<file path="config.mk">
export PLATFORM = sky130hd
export DESIGN_NAME = ddr3_pattern_tester
export DESIGN_NICKNAME = d
export VERILOG_FILES = /design/src/rtl/ddr3_test_pkg.sv /design/src/rtl/ddr3_pattern_gen.sv /design/src/rtl/ddr3_pattern_tester.sv
export SDC_FILE = /design/constraint.sdc
export NUM_CORES = 1
export LEC_CHECK = 0
export CAP_MARGIN = 20
export CORE_UTILIZATION = 30
export CTS_BUF_LIST = sky130_fd_sc_hd__clkbuf_4 sky130_fd_sc_hd__clkbuf_8
export DETAILED_ROUTE_END_ITERATION = 10
export PLACE_DENSITY_LB_ADDON = 0.15
export SLEW_MARGIN = 15
export SYNTH_ARGS = -nofsm -noshare
export SYNTH_HDL_FRONTEND = slang
export SYNTH_SLANG_ARGS = --single-unit
</file>
<file path="constraint.sdc">
create_clock -name clk -period 2.67 [get_ports clk]
set_input_delay 0.4005 -clock clk [delete_from_list [all_inputs] [get_ports clk]]
set_output_delay 0.4005 -clock clk [all_outputs]
set_load 0.05 [all_outputs]
</file>
<file path="src/rtl/ddr3_test_pkg.sv">
// Shared types for the DDR3 pattern tester: FSM state encoding and pattern modes.
package ddr3_test_pkg;

  typedef enum logic [3:0] {
    ST_IDLE        = 4'd0,
    ST_WR_ISSUE    = 4'd1,
    ST_WR_WAIT     = 4'd2,
    ST_WR_REF      = 4'd3,
    ST_WR_REF_WAIT = 4'd4,
    ST_RD_ISSUE    = 4'd5,
    ST_RD_WAIT     = 4'd6,
    ST_RD_REF      = 4'd7,
    ST_RD_REF_WAIT = 4'd8,
    ST_DONE        = 4'd9
  } state_e;

  localparam logic [1:0] MODE_ADDR_XOR  = 2'd0;
  localparam logic [1:0] MODE_ADDR_XNOR = 2'd1;
  localparam logic [1:0] MODE_WALK_ONE  = 2'd2;
  localparam logic [1:0] MODE_WALK_ZERO = 2'd3;

endpackage

</file>
<file path="src/rtl/ddr3_pattern_gen.sv">
// Combinational test-pattern generator: a pure function of word index, mode and seed,
// so the read pass regenerates exactly what the write pass stored.
module ddr3_pattern_gen #(
  parameter int DATA_WIDTH = 16,
  parameter int IDX_WIDTH  = 26
) (
  input  logic [IDX_WIDTH-1:0]  index_i,
  input  logic [1:0]            mode_i,
  input  logic [DATA_WIDTH-1:0] seed_i,
  output logic [DATA_WIDTH-1:0] pattern_o
);
  import ddr3_test_pkg::*;

  logic [DATA_WIDTH-1:0] addr_word;
  logic [DATA_WIDTH-1:0] walk_one;
  logic [31:0]           bit_pos;

  // NOTE: every signal driven in always_comb gets a default first, otherwise a path
  // that skips an assignment infers a latch.
  always_comb begin
    addr_word = DATA_WIDTH'(index_i);
    bit_pos   = 32'(index_i) % 32'(DATA_WIDTH);
    walk_one  = DATA_WIDTH'(1) << bit_pos;
    pattern_o = addr_word ^ seed_i;
    unique case (mode_i)
      MODE_ADDR_XOR:  pattern_o = addr_word ^ seed_i;
      MODE_ADDR_XNOR: pattern_o = ~(addr_word ^ seed_i);
      MODE_WALK_ONE:  pattern_o = walk_one ^ seed_i;
      MODE_WALK_ZERO: pattern_o = ~(walk_one ^ seed_i);
    endcase
  end

endmodule

</file>
<file path="src/rtl/ddr3_pattern_tester.sv">
// End-to-end DDR3 checker: writes a generated pattern over a word range, reads it back
// through the data_ready handshake, and reports per-lane failures, error count and timeout.
module ddr3_pattern_tester #(
  parameter  int DATA_WIDTH    = 16,
  parameter  int ADDR_WIDTH    = 26,
  parameter  int BASE_ADDR     = 0,
  parameter  int TEST_WORDS    = 262144,
  parameter  int REFRESH_EVERY = 1,
  parameter  int RD_TIMEOUT    = 63,
  localparam int LANES         = DATA_WIDTH / 8
) (
  input  logic                  clk,
  input  logic                  resetn,
  input  logic                  start,
  input  logic [1:0]            mode,
  input  logic [DATA_WIDTH-1:0] seed,
  input  logic                  stop_on_fail,
  output logic                  running,
  output logic                  done,
  output logic [3:0]            state,
  output logic [LANES-1:0]      fail_lane,
  output logic                  timeout,
  output logic [15:0]           err_count,
  output logic [ADDR_WIDTH-1:0] first_fail_addr,
  output logic                  rd,
  output logic                  wr,
  output logic                  refresh,
  output logic [ADDR_WIDTH-1:0] addr,
  output logic [DATA_WIDTH-1:0] din,
  input  logic [DATA_WIDTH-1:0] dout,
  input  logic                  data_ready,
  input  logic                  busy
);
  import ddr3_test_pkg::*;

  localparam int RC_W = (REFRESH_EVERY > 1) ? $clog2(REFRESH_EVERY) : 1;
  localparam int TO_W = (RD_TIMEOUT > 1) ? $clog2(RD_TIMEOUT + 1) : 1;
  localparam bit REF_EN = (REFRESH_EVERY != 0);
  localparam logic [ADDR_WIDTH-1:0] LAST_IDX = ADDR_WIDTH'(TEST_WORDS - 1);
  localparam logic [ADDR_WIDTH-1:0] BASE     = ADDR_WIDTH'(BASE_ADDR);
  localparam logic [RC_W-1:0]       REF_LAST = RC_W'(REF_EN ? REFRESH_EVERY - 1 : 0);
  localparam logic [TO_W-1:0]       TO_LAST  = TO_W'(RD_TIMEOUT - 1);

  state_e                state_q, state_d;
  logic [ADDR_WIDTH-1:0] idx_q, idx_d;
  logic [RC_W-1:0]       ref_cnt_q, ref_cnt_d;
  logic [TO_W-1:0]       to_cnt_q, to_cnt_d;
  logic [1:0]            mode_q, mode_d;
  logic [DATA_WIDTH-1:0] seed_q, seed_d;
  logic                  stop_q, stop_d;
  logic                  running_q, running_d;
  logic                  done_q, done_d;
  logic                  timeout_q, timeout_d;
  logic [LANES-1:0]      fail_lane_q, fail_lane_d;
  logic [15:0]           err_count_q, err_count_d;
  logic [ADDR_WIDTH-1:0] first_fail_q, first_fail_d;
  logic                  rd_q, rd_d, wr_q, wr_d, refresh_q, refresh_d;
  logic [ADDR_WIDTH-1:0] addr_q, addr_d;
  logic [DATA_WIDTH-1:0] din_q, din_d;

  logic [DATA_WIDTH-1:0] pattern;
  logic [LANES-1:0]      lane_miss;
  logic                  ref_hit, last_idx;
  logic [ADDR_WIDTH-1:0] adv_idx;
  logic [RC_W-1:0]       ref_cnt_inc;
  state_e                wr_adv_state, rd_adv_state;

  ddr3_pattern_gen #(
    .DATA_WIDTH(DATA_WIDTH),
    .IDX_WIDTH (ADDR_WIDTH)
  ) u_pattern_gen (
    .index_i  (idx_q),
    .mode_i   (mode_q),
    .seed_i   (seed_q),
    .pattern_o(pattern)
  );

  always_comb begin
    lane_miss = '0;
    for (int l = 0; l < LANES; l++) begin
      lane_miss[l] = (dout[l*8 +: 8] != pattern[l*8 +: 8]);
    end
  end

  always_comb begin
    ref_hit      = REF_EN && (ref_cnt_q == REF_LAST);
    ref_cnt_inc  = REF_EN ? ref_cnt_q + 1'b1 : '0;
    last_idx     = (idx_q == LAST_IDX);
    adv_idx      = last_idx ? '0 : idx_q + 1'b1;
    wr_adv_state = last_idx ? ST_RD_ISSUE : ST_WR_ISSUE;
    rd_adv_state = last_idx ? ST_DONE : ST_RD_ISSUE;

    state_d      = state_q;
    idx_d        = idx_q;
    ref_cnt_d    = ref_cnt_q;
    to_cnt_d     = to_cnt_q;
    mode_d       = mode_q;
    seed_d       = seed_q;
    stop_d       = stop_q;
    running_d    = running_q;
    done_d       = done_q;
    timeout_d    = timeout_q;
    fail_lane_d  = fail_lane_q;
    err_count_d  = err_count_q;
    first_fail_d = first_fail_q;
    addr_d       = addr_q;
    din_d        = din_q;
    rd_d         = 1'b0;
    wr_d         = 1'b0;
    refresh_d    = 1'b0;

    // The *_WAIT states ignore busy while their own strobe is still high: the
    // controller only sees the strobe at the end of that cycle.
    unique case (state_q)
      ST_IDLE, ST_DONE: begin
        if (start) begin
          mode_d       = mode;
          seed_d       = seed;
          stop_d       = stop_on_fail;
          fail_lane_d  = '0;
          timeout_d    = 1'b0;
          err_count_d  = '0;
          first_fail_d = '0;
          done_d       = 1'b0;
          running_d    = 1'b1;
          idx_d        = '0;
          ref_cnt_d    = '0;
          state_d      = ST_WR_ISSUE;
        end
      end
      ST_WR_ISSUE: begin
        wr_d    = 1'b1;
        din_d   = pattern;
        addr_d  = BASE + idx_q;
        state_d = ST_WR_WAIT;
      end
      ST_WR_WAIT: begin
        if (!wr_q && !busy) begin
          if (ref_hit) begin
            ref_cnt_d = '0;
            state_d   = ST_WR_REF;
          end else begin
            ref_cnt_d = ref_cnt_inc;
            idx_d     = adv_idx;
            state_d   = wr_adv_state;
          end
        end
      end
      ST_WR_REF: begin
        refresh_d = 1'b1;
        state_d   = ST_WR_REF_WAIT;
      end
      ST_WR_REF_WAIT: begin
        if (!refresh_q && !busy) begin
          idx_d   = adv_idx;
          state_d = wr_adv_state;
        end
      end
      ST_RD_ISSUE: begin
        rd_d     = 1'b1;
        addr_d   = BASE + idx_q;
        to_cnt_d = '0;
        state_d  = ST_RD_WAIT;
      end
      ST_RD_WAIT: begin
        if (data_ready) begin
          if (|lane_miss) begin
            fail_lane_d = fail_lane_q | lane_miss;
            if (err_count_q != 16'hFFFF) err_count_d = err_count_q + 16'd1;
            if (err_count_q == '0) first_fail_d = addr_q;
          end
          if (|lane_miss && stop_q) begin
            state_d = ST_DONE;
          end else if (ref_hit) begin
            ref_cnt_d = '0;
            state_d   = ST_RD_REF;
          end else begin
            ref_cnt_d = ref_cnt_inc;
            idx_d     = adv_idx;
            state_d   = rd_adv_state;
          end
        end else if (to_cnt_q == TO_LAST) begin
          timeout_d = 1'b1;
          state_d   = ST_DONE;
        end else begin
          to_cnt_d = to_cnt_q + 1'b1;
        end
      end
      ST_RD_REF: begin
        refresh_d = 1'b1;
        state_d   = ST_RD_REF_WAIT;
      end
      ST_RD_REF_WAIT: begin
        if (!refresh_q && !busy) begin
          idx_d   = adv_idx;
          state_d = rd_adv_state;
        end
      end
      default: state_d = ST_IDLE;
    endcase

    if (state_d == ST_DONE && state_q != ST_DONE) begin
      running_d = 1'b0;
      done_d    = 1'b1;
    end
  end

  // NOTE: sequential state uses non-blocking assignments so every register samples
  // the pre-edge values regardless of statement order.
  always_ff @(posedge clk or negedge resetn) begin
    if (!resetn) begin
      state_q      <= ST_IDLE;
      idx_q        <= '0;
      ref_cnt_q    <= '0;
      to_cnt_q     <= '0;
      mode_q       <= '0;
      seed_q       <= '0;
      stop_q       <= 1'b0;
      running_q    <= 1'b0;
      done_q       <= 1'b0;
      timeout_q    <= 1'b0;
      fail_lane_q  <= '1;
      err_count_q  <= '0;
      first_fail_q <= '0;
      rd_q         <= 1'b0;
      wr_q         <= 1'b0;
      refresh_q    <= 1'b0;
      addr_q       <= BASE;
      din_q        <= '0;
    end else begin
      state_q      <= state_d;
      idx_q        <= idx_d;
      ref_cnt_q    <= ref_cnt_d;
      to_cnt_q     <= to_cnt_d;
      mode_q       <= mode_d;
      seed_q       <= seed_d;
      stop_q       <= stop_d;
      running_q    <= running_d;
      done_q       <= done_d;
      timeout_q    <= timeout_d;
      fail_lane_q  <= fail_lane_d;
      err_count_q  <= err_count_d;
      first_fail_q <= first_fail_d;
      rd_q         <= rd_d;
      wr_q         <= wr_d;
      refresh_q    <= refresh_d;
      addr_q       <= addr_d;
      din_q        <= din_d;
    end
  end

  assign state           = state_q;
  assign running         = running_q;
  assign done            = done_q;
  assign timeout         = timeout_q;
  assign fail_lane       = fail_lane_q;
  assign err_count       = err_count_q;
  assign first_fail_addr = first_fail_q;
  assign rd              = rd_q;
  assign wr              = wr_q;
  assign refresh         = refresh_q;
  assign addr            = addr_q;
  assign din             = din_q;

endmodule

</file>
After elaboration in Yosys (flattened, before gate mapping)
Cells that the tools add are included.

storage, ports and cells
  register bits = 148
  input bits = 40
  output and inout port bits = 96

cells by class
  add/subtract/negate cells = 4
  eq/ne operators = 30
  shifts and indexed selects = 1
  multiplexer cells = 54
  bitwise logic cells = 5
  reductions and logical operators = 30

operators with widths
  operator                                                             number
  26-bit two-way mux                                                   10
  26-bit case mux with 4 select lines                                  1
  16-bit two-way mux                                                   4
  16-bit case mux with 4 select lines                                  1
  26-bit case mux with 2 select lines                                  1
  4-bit two-way mux                                                    9
  4-bit case mux with 9 select lines                                   1
  16-bit NOT                                                           2
  16-bit case mux with 2 select lines                                  1
  16-bit bitwise XOR                                                   2
  26-bit by 1-bit adder with 26-bit output (second input constant)     1
  26-bit by 18-bit == test with 1-bit output (second input constant)   1
  2-bit != test (second input constant)                                10
  16-bit by 1-bit adder with 16-bit output (second input constant)     1
  4-bit by 3-bit == test with 1-bit output (second input constant)     4
  16-bit logical NOT                                                   1
  16-bit != test (second input constant)                               1
  8-bit != test                                                        2
  1-bit by 4-bit << shifter with 16-bit output (first input constant)  1
  1-bit two-way mux                                                    15
  5-bit AND reduction                                                  3
  4-bit == test (second input constant)                                3
  6-bit two-way mux                                                    2
  6-bit case mux with 2 select lines                                   1
  27 further kinds                                                     46

Depth between registers and ports, before layout
Gate-level depths: netlist of run 1.

  depth in word-level cells = 14
  depth in mapped cells = 12

By module
A second synthesis of run 1 with hierarchy kept.

second synthesis, totals
  cell total of the unflattened synthesis = 766
  area total of the unflattened synthesis = 7,729.9 um^2

by module, submodules not included
  module               instances  cells each  area an instance (um^2)  sequential area each (um^2)
  ddr3_pattern_tester  1          686         7,098.1                  3,681.0
  ddr3_pattern_gen     1          80          631.9                    0.0

Least setup slack after synthesis of run 1
OpenSTA, ideal clock, no wires.

  path kind = register to register
  start point = register state_q[2] (netlist: state[2])
  end point = register err_count_q[3] (netlist: err_count[3])
  library setup time = 0.120 ns
  arrival time = 2.476 ns
  required time = 2.550 ns
  setup slack = 0.074 ns
  cell stages (with the launch flop) = 8
  path buffers = 1
  path through = dfrtp_1 > clkbuf_1 > nand2b_1 > nor2_1 > nand3_1 > nor3_1 > a21oi_1 > a31o_2

between the ends
  cells in the longest elaborated chain, start to end = 4
  elaborated cells between the ends (all ways) = 11

ends and longest elaborated chain
  item                                                           line                        text
  start: declaration                                             ddr3_pattern_tester.sv:44   state_e state_q, state_d;
  start signal: assignment                                       ddr3_pattern_tester.sv:231  state_q <= state_d;
  4-bit == test or 4-bit logical NOT (tied branches)             ddr3_pattern_tester.sv:114  unique case (state_q)
  2-bit OR reduction                                             ddr3_pattern_tester.sv:114
  2-bit != test (no line) or 2-bit nonzero test (tied branches)  --
  5-bit AND reduction (no line)                                  --
  end signal: assignment                                         ddr3_pattern_tester.sv:242  err_count_q <= err_count_d;
  end: declaration                                               ddr3_pattern_tester.sv:55   logic [15:0] err_count_q, err_count_d;

Parallel ways exist; a longest one is shown, timed or not.
A chain may end at the register's enable or synchronous reset.

Worst setup path in the final report of run 1
  start point = register idx_q[2]
  end point = register err_count_q[10] (netlist: err_count[10])

between the ends
  cells in the longest elaborated chain, start to end = 8
  elaborated cells between the ends (all ways) = 11

ends and longest elaborated chain
  item                                          line                                            text
  start: declaration                            ddr3_pattern_tester.sv:45                       logic [ADDR_WIDTH-1:0] idx_q, idx_d;
  start signal: assignment                      ddr3_pattern_tester.sv:232                      idx_q <= idx_d;
  1-bit by 4-bit << shifter with 16-bit output  ddr3_pattern_gen.sv:23                          walk_one = DATA_WIDTH'(1) << bit_pos;
  16-bit bitwise XOR                            ddr3_pattern_gen.sv:28, ddr3_pattern_gen.sv:29
  16-bit NOT                                    ddr3_pattern_gen.sv:29                          MODE_WALK_ZERO: pattern_o = ~(walk_one ^ seed_i);
  16-bit case mux with 4 select lines (*)       ddr3_pattern_gen.sv:25                          unique case (mode_i)
  8-bit != test                                 ddr3_pattern_tester.sv:81                       lane_miss[l] = (dout[l*8 +: 8] != pattern[l*8 +: 8]);
  2-bit OR reduction (*)                        ddr3_pattern_tester.sv:167                      if (|lane_miss) begin
  2-bit != test (no line) (*)                   --
  5-bit AND reduction (no line) (*)             --

Mark *: on every way between the ends. The rest lies on a longest branch, timed or not.

==> impl_metrics.toml, run 1 <==
[cts]
worstSkewPairLatency_ns = 0.46
cts_tree = "yes"
cts_max_level = 4
cts_buffers = 17
cts.clk_slew.worst_paths_ns = 0.10
clock-root-buffer = "clkbuf_8"
clockBufferDepth = 2
clock_sinks = 147

[die]
die_w_um = 164
die_h_um = 164
dieArea_mm2 = 0.0268
fp-row-count = 58
initial_utilization_pct = 30.9
ios = 136
core_mm2 = 0.0254

[critical_path]
startpoint_type = "flip-flop"
cpPeakStageDelay_ns = 0.57
crit_chain = "buf_6 -> buf_4 -> nor2b_1 -> a31o_4 -> xnor2_4 -> xnor2_2 -> buf_4 -> or4_4 -> nor4_4 -> o21ai_0 -> a21oi_1"
r2r_cells = 11
ff2ff_setup_slack_ns = -0.08
worst_ep_required_time_ns = 3.05
cpMostUsedCell = "buf_4"
cp_max_fo = 7
path_class = "reg -> reg"
crit_arrival_ns = 3.12
r2r-start = "idx_q[2]"
rr_endpoint = "err_count[10]"
crit_slowest_cell = "or4_4"
endpoint_kind = "flip-flop"

[routing]
firstDrtPassIters = 4
ant_nets = 0
wl_per_cell_um = 16.4
vias_per_cell = 4.68
via_count = 6375
drc = 0
routed_wl_mm = 22.4
drtIter0Drc = 272

[yosys]
synth_mux_area_share_pct = 8.71
synth_ff_type = "dfrtp_1"
synth_top_area_share_pct = 46.3
ys_async_sr_fraction_pct = 100
synth_compound_area_share_pct = 9.70
avgSynthCellArea_um2 = 9.84
synth_top_family_by_area = "simple AND/OR/NAND/NOR gates"
synth-edff-count = 0
synth_seq_cells = 147
synth_area_leaders = "dfrtp_1 46%, nand2_1 5.9%, mux2i_1 5.0%"
synth_xor_area_share_pct = 9.79
synthCells = 797
synthSimpleGateAreaFrac_pct = 18.6
synthesis.nets = 847
yosysTopAreaCell = "dfrtp_1"
yosysWarningCount = 0
yosysSeqAreaShare_pct = 46.9
netlist_area_mm2 = 0.00785
ys_types = 63
synth_fa_ha_area_share_pct = 1.59

[sta]
fmax_ghz = 0.364
finalSetupViolCount = 20
postLayoutSetupSlackWorst_ns = -0.0792
finalCritPeriodShare_pct = 103
finalHoldViolCount = 0
maxSlewHeadroom_pct = 60.4
fin_crit_ns = 2.75
fin_skew_ns = 0.0129
worst-slew-pin-transition_ns = 0.593
whs_ns = 0.454
rsz0062_at_grt = "yes"
drv_slew = 0

[final_layout]
drive_above_1_share_pct = 22.7
final_util_pct = 44.1
nNetsFinal = 1069
antenna_cells = 0
fin_area_mm2 = 0.0112
syn_to_final_growth_pct = 42.8
final_cell_mix = "142 x dfrtp_1, 134 x clkdlybuf4s50_1, 123 x nand2_1, 90 x buf_4, 55 x nor2_1"
final_common_cell = "dfrtp_1"

[hold_path]
hp-class = "in -> reg"
hold_depth = 3
hold_path_end = "seed_q[7]"
worstHoldStart = "seed[7]"

[pwr]
powerDensity_mw_per_mm2 = 983
peakVddDrop_v = 0.000641
power_leakage_nw = 5.01
power.total_mw = 11.0

[place]
port_buffers = 135
placed_cell_area_mm2 = 0.0101
hpwl_mm = 15.8
gp_congestion = 0.818

[grt]
grt_remaining_overflow = 0
grt_pass1_vias = 6319
antenna_found_initial = 0
grt_pass1_wl_mm = 35.2
grt_max_degree = 57
grt_usage_pct = 17.2

[job]
maxCapViolCount = 0

[run_status]
outcome = "finished, violations left"
violations = "negative setup slack"
==> kinds of logic after synthesis <==
group,Yosys count
DFF,147
AOI/OAI and AO/OA,116
muxes,65
adders and majority gates,10
and+or+nand+nor,304
buffers and inverters,80
xor gates and xnor gates,75
==> worst max-delay path by stage <==
stage | endpoint | slack, ns | cells past startpoint | startpoint
finish | err_count[10] | -0.08 | 11 | idx_q[2]
global route | err_count[12] | -0.20 | 11 | idx_q[2]
CTS | err_count[8] | -0.08 | 13 | idx_q[1]
detailed placement | first_fail_addr[19] | -0.24 | 11 | idx_q[0]
global placement | first_fail_addr[22] | -0.21 | 11 | idx_q[0]
floorplan | err_count[3] | 0.07 | 7 | state[2]
==> routing by layer <==
metal / routed length [µm] / global-route usage, % / part of all wire (%)
met4: 154 / 4.25 / 0.69
met5: 0 / 0 / 0
met1: 10900 / 23.9 / 49
met3: 972 / 3.94 / 4.3
met2: 10400 / 26.8 / 46
==> timing repair <==
item                       in CTS  in global routing
resized for setup              35                 42
hold buffers                    1                  0
setup endpoints to repair      44                 44
gates cloned                    2                  1
setup buffers                  10                 10
hold endpoints to repair       51                  0
pin swaps                      16                 23
==> per-stage QoR <==
step / TNS [ns] / setup WS (ns) / std cells
floorplan: 0 / 0.0737 / 797
global placement: -7.24 / -0.214 / 1307
detailed placement: -7.62 / -0.244 / 1307
CTS: -0.396 / -0.0775 / 1351
global route: -4.94 / -0.195 / 1362
finish: -0.772 / -0.0792 / 1362
==> where the power goes <==
| part | internal (mW) | leakage [nW] | switching, mW |
|---|---|---|---|
| combinational | 2.77 | 2.86 | 3.35 |
| clock | 0.858 | 0.202 | 0.975 |
| sequential | 2.66 | 1.95 | 0.393 |
| total | 6.29 | 5.01 | 4.72 |
==> sequential cells by signal, indices dropped and copies added, names as in the netlist, 2 cells and up <==
name	count
addr	26
first_fail_addr	26
idx_q	26
din	16
err_count	16
seed_q	16
to_cnt_q	6
state	4
fail_lane	2
mode_q	2
==> area by class of cell <==
class / instances / area [µm²]
fill: 2495 / 14200
multi-input combinational: 570 / 4210
sequential: 147 / 3680
timing repair buffer: 244 / 2340
tap: 330 / 413
clock buffer: 17 / 234
clock inverter: 15 / 169
inverter: 39 / 149
==> worst max-delay path: cells and delay by family, from the launching register on <==
kind / cells / cell delay [ns]
AND/OR/NAND/NOR: 3 / 1.04
AO/OA/AOI/OAI: 3 / 0.52
buffers and inverters: 3 / 0.43
flip-flops: 1 / 0.40
XOR/XNOR: 2 / 0.29
==> synth_stat cells, types with 7 or more instances <==
library cell and instances:
a21oi_1 35, a31oi_1 11, and3_1 18, clkbuf_1 24, dfrtp_1 145, ha_1 10
inv_1 39, mux2_2 26, mux2i_1 39, nand2_1 123, nand2b_1 14, nand3_1 21
nand4_1 13, nor2_1 58, nor2b_1 18, nor3_1 10, nor4_1 7, o21ai_0 25
xnor2_1 43, xnor3_1 7, xor2_1 23
(Power assumes the default switching activity.)
==> inputs of run 2 (changes only) <==
- SETUP_SLACK_MARGIN: unset -> 0.2
==> impl_metrics.toml, run 2 (synthesis gave the netlist of run 1 again) <==
[cts]
clock-root-buffer = "clkbuf_8"
cts_max_level = 4
worstSkewPairLatency_ns = 0.46
clockBufferDepth = 2
cts_buffers = 17
cts_tree = "yes"
clock_sinks = 147
cts.clk_slew.worst_paths_ns = 0.11

[grt]
grt_usage_pct = 17.6
busiest_layer = "met2"
use_met2_pct = 29.4
grt_pass1_wl_mm = 36.1
grt_max_degree = 41
grt_pass1_vias = 6465
grtUsageMet1_pct = 23.8
antenna_found_initial = 0
grt_remaining_overflow = 0
grt_use_met3_pct = 3.51

[final_layout]
antenna_cells = 0
stdcell_count = 1368
fillCellCount = 2487
final_cell_mix = "141 x dfrtp_1, 134 x clkdlybuf4s50_1, 120 x nand2_1, 90 x buf_4, 56 x nor2_1"
syn_to_final_growth_pct = 44.1
drive_above_1_share_pct = 24.1
fin_area_mm2 = 0.0113
nNetsFinal = 1075
final_common_cell = "dfrtp_1"

[sta]
fmax_ghz = 0.372
finalHoldViolCount = 0
fin_skew_ns = 0.0144
fin_crit_ns = 2.69
maxSlewHeadroom_pct = 61.4
tns_ns = -0.0161
drv_slew = 0
worst-slew-pin-transition_ns = 0.577
finalCritPeriodShare_pct = 101
whs_ns = 0.391
finalSetupViolCount = 1
rsz0062_at_grt = "yes"
postLayoutSetupSlackWorst_ns = -0.0161

[pwr]
powerDensity_mw_per_mm2 = 958
peakVddDrop_v = 0.000573
power_leakage_nw = 5.04

[place]
dp_slack_ns = -0.123
placed_cell_area_mm2 = 0.0101
gp_congestion = 0.816
place_inst = 1302
port_buffers = 135
hpwl_mm = 16.0

[routing]
routed_wl_mm = 22.6
firstDrtPassIters = 5
ant_nets = 0
drc = 0
vias_per_cell = 4.69
via_count = 6422
drtIter0Drc = 315
wl_per_cell_um = 16.5

[run_status]
violations = "negative setup slack"
outcome = "finished, violations left"

[critical_path]
endpoint_kind = "flip-flop"
cp_max_fo = 4
crit_arrival_ns = 3.04
startpoint_type = "flip-flop"
cp_top_family = "simple AND/OR/NAND/NOR gates"
path_class = "reg -> reg"
crit_chain = "buf_12 -> buf_8 -> nor2b_1 -> a31oi_1 -> buf_4 -> xnor3_1 -> nand3_2 -> buf_6 -> or4_4 -> nor4_4 -> nor4_2 -> o21a_1"
worst_ep_required_time_ns = 3.02
cpPeakStageDelay_ns = 0.57
cp.buffers_inverters = 4
crit_slowest_cell = "or4_4"

[die]
die_w_um = 164
ios = 136
fp-row-count = 58
initial_utilization_pct = 30.9
dieArea_mm2 = 0.0268
core_mm2 = 0.0254
die_h_um = 164

[job]
maxCapViolCount = 0

[hold_path]
hp-class = "in -> async"
## run 2: changes by cell type in the layout (fill, tap and decap cells not counted), sizes merged
cell,delta
buf,+7
inv,+3
bufinv,-2
clkbuf,-1
clkinv,-1
## run 2: path summary, 6_finish.rpt
path | cells after the start | slack (ns) | endpoint | start
max | 12 | -0.02 | err_count[12] | idx_q[1]
min | 2 | 0.39 | first_fail_addr[20] | resetn
max reg2reg | 12 | -0.02 | err_count[12] | idx_q[1]
min reg2reg | 2 | 0.51 | seed_q[13] | seed_q[13]
max in group asynchronous | 3 | 1.59 | first_fail_addr[2] | resetn
min in group clk | 3 | 0.46 | seed_q[12] | seed[12]
## run 2: worst register-to-register path, stage by stage (launching register included)
cell and delay (ns):
dfrtp_2 0.45, buf_12 0.14, buf_8 0.10, nor2b_1 0.11, a31oi_1 0.14, buf_4 0.13
xnor3_1 0.14, nand3_2 0.13, buf_6 0.15, or4_4 0.57, nor4_4 0.27, nor4_2 0.08
o21a_1 0.18
## run 2: report_power, final
group | switching [mW] | leakage [nW] | internal [mW] | total [mW]
Sequential | 0.397 | 1.94 | 2.66 | 3.06
Clock | 1.06 | 0.192 | 0.703 | 1.76
Combinational | 3.33 | 2.91 | 2.67 | 6.00
Total | 4.78 | 5.04 | 6.04 | 10.8
## run 2: per-layer routing
metal  vias to the layer above  wire length (µm)
li1                       3180                 -
met1                      3093             10700
met2                       139             10900
met3                        10               832
met4                         0               146
met5                         -                 0
## run 2: cell type report
type                            instances  area, µm²  area share (%)
Multi-Input combinational cell        570       4260            37.7
Clock inverter                         15        154            1.36
Clock buffer                           17        234            2.07
Sequential cell                       147       3690            32.6
Inverter                               39        149            1.32
Timing Repair Buffer                  250       2410            21.3
Tap cell                              330        413            3.65
## run 2: what timing repair did
action	4_1_cts	5_1_grt
gates resized for setup	59	30
gates cloned	3	1
setup endpoints to repair	44	64
endpoints found under the hold margin	31	0
pin swaps	19	11
hold buffers	1	0
buffers inserted	22	7
## run 2: metrics by stage
step | power, mW | util [%]
global route | 11.5 | 44.5
finish | 10.8 | 44.5
global placement | 8.32 | 39.9
CTS | 10.8 | 43.6
floorplan | 6.63 | -
detailed placement | 8.33 | 39.9
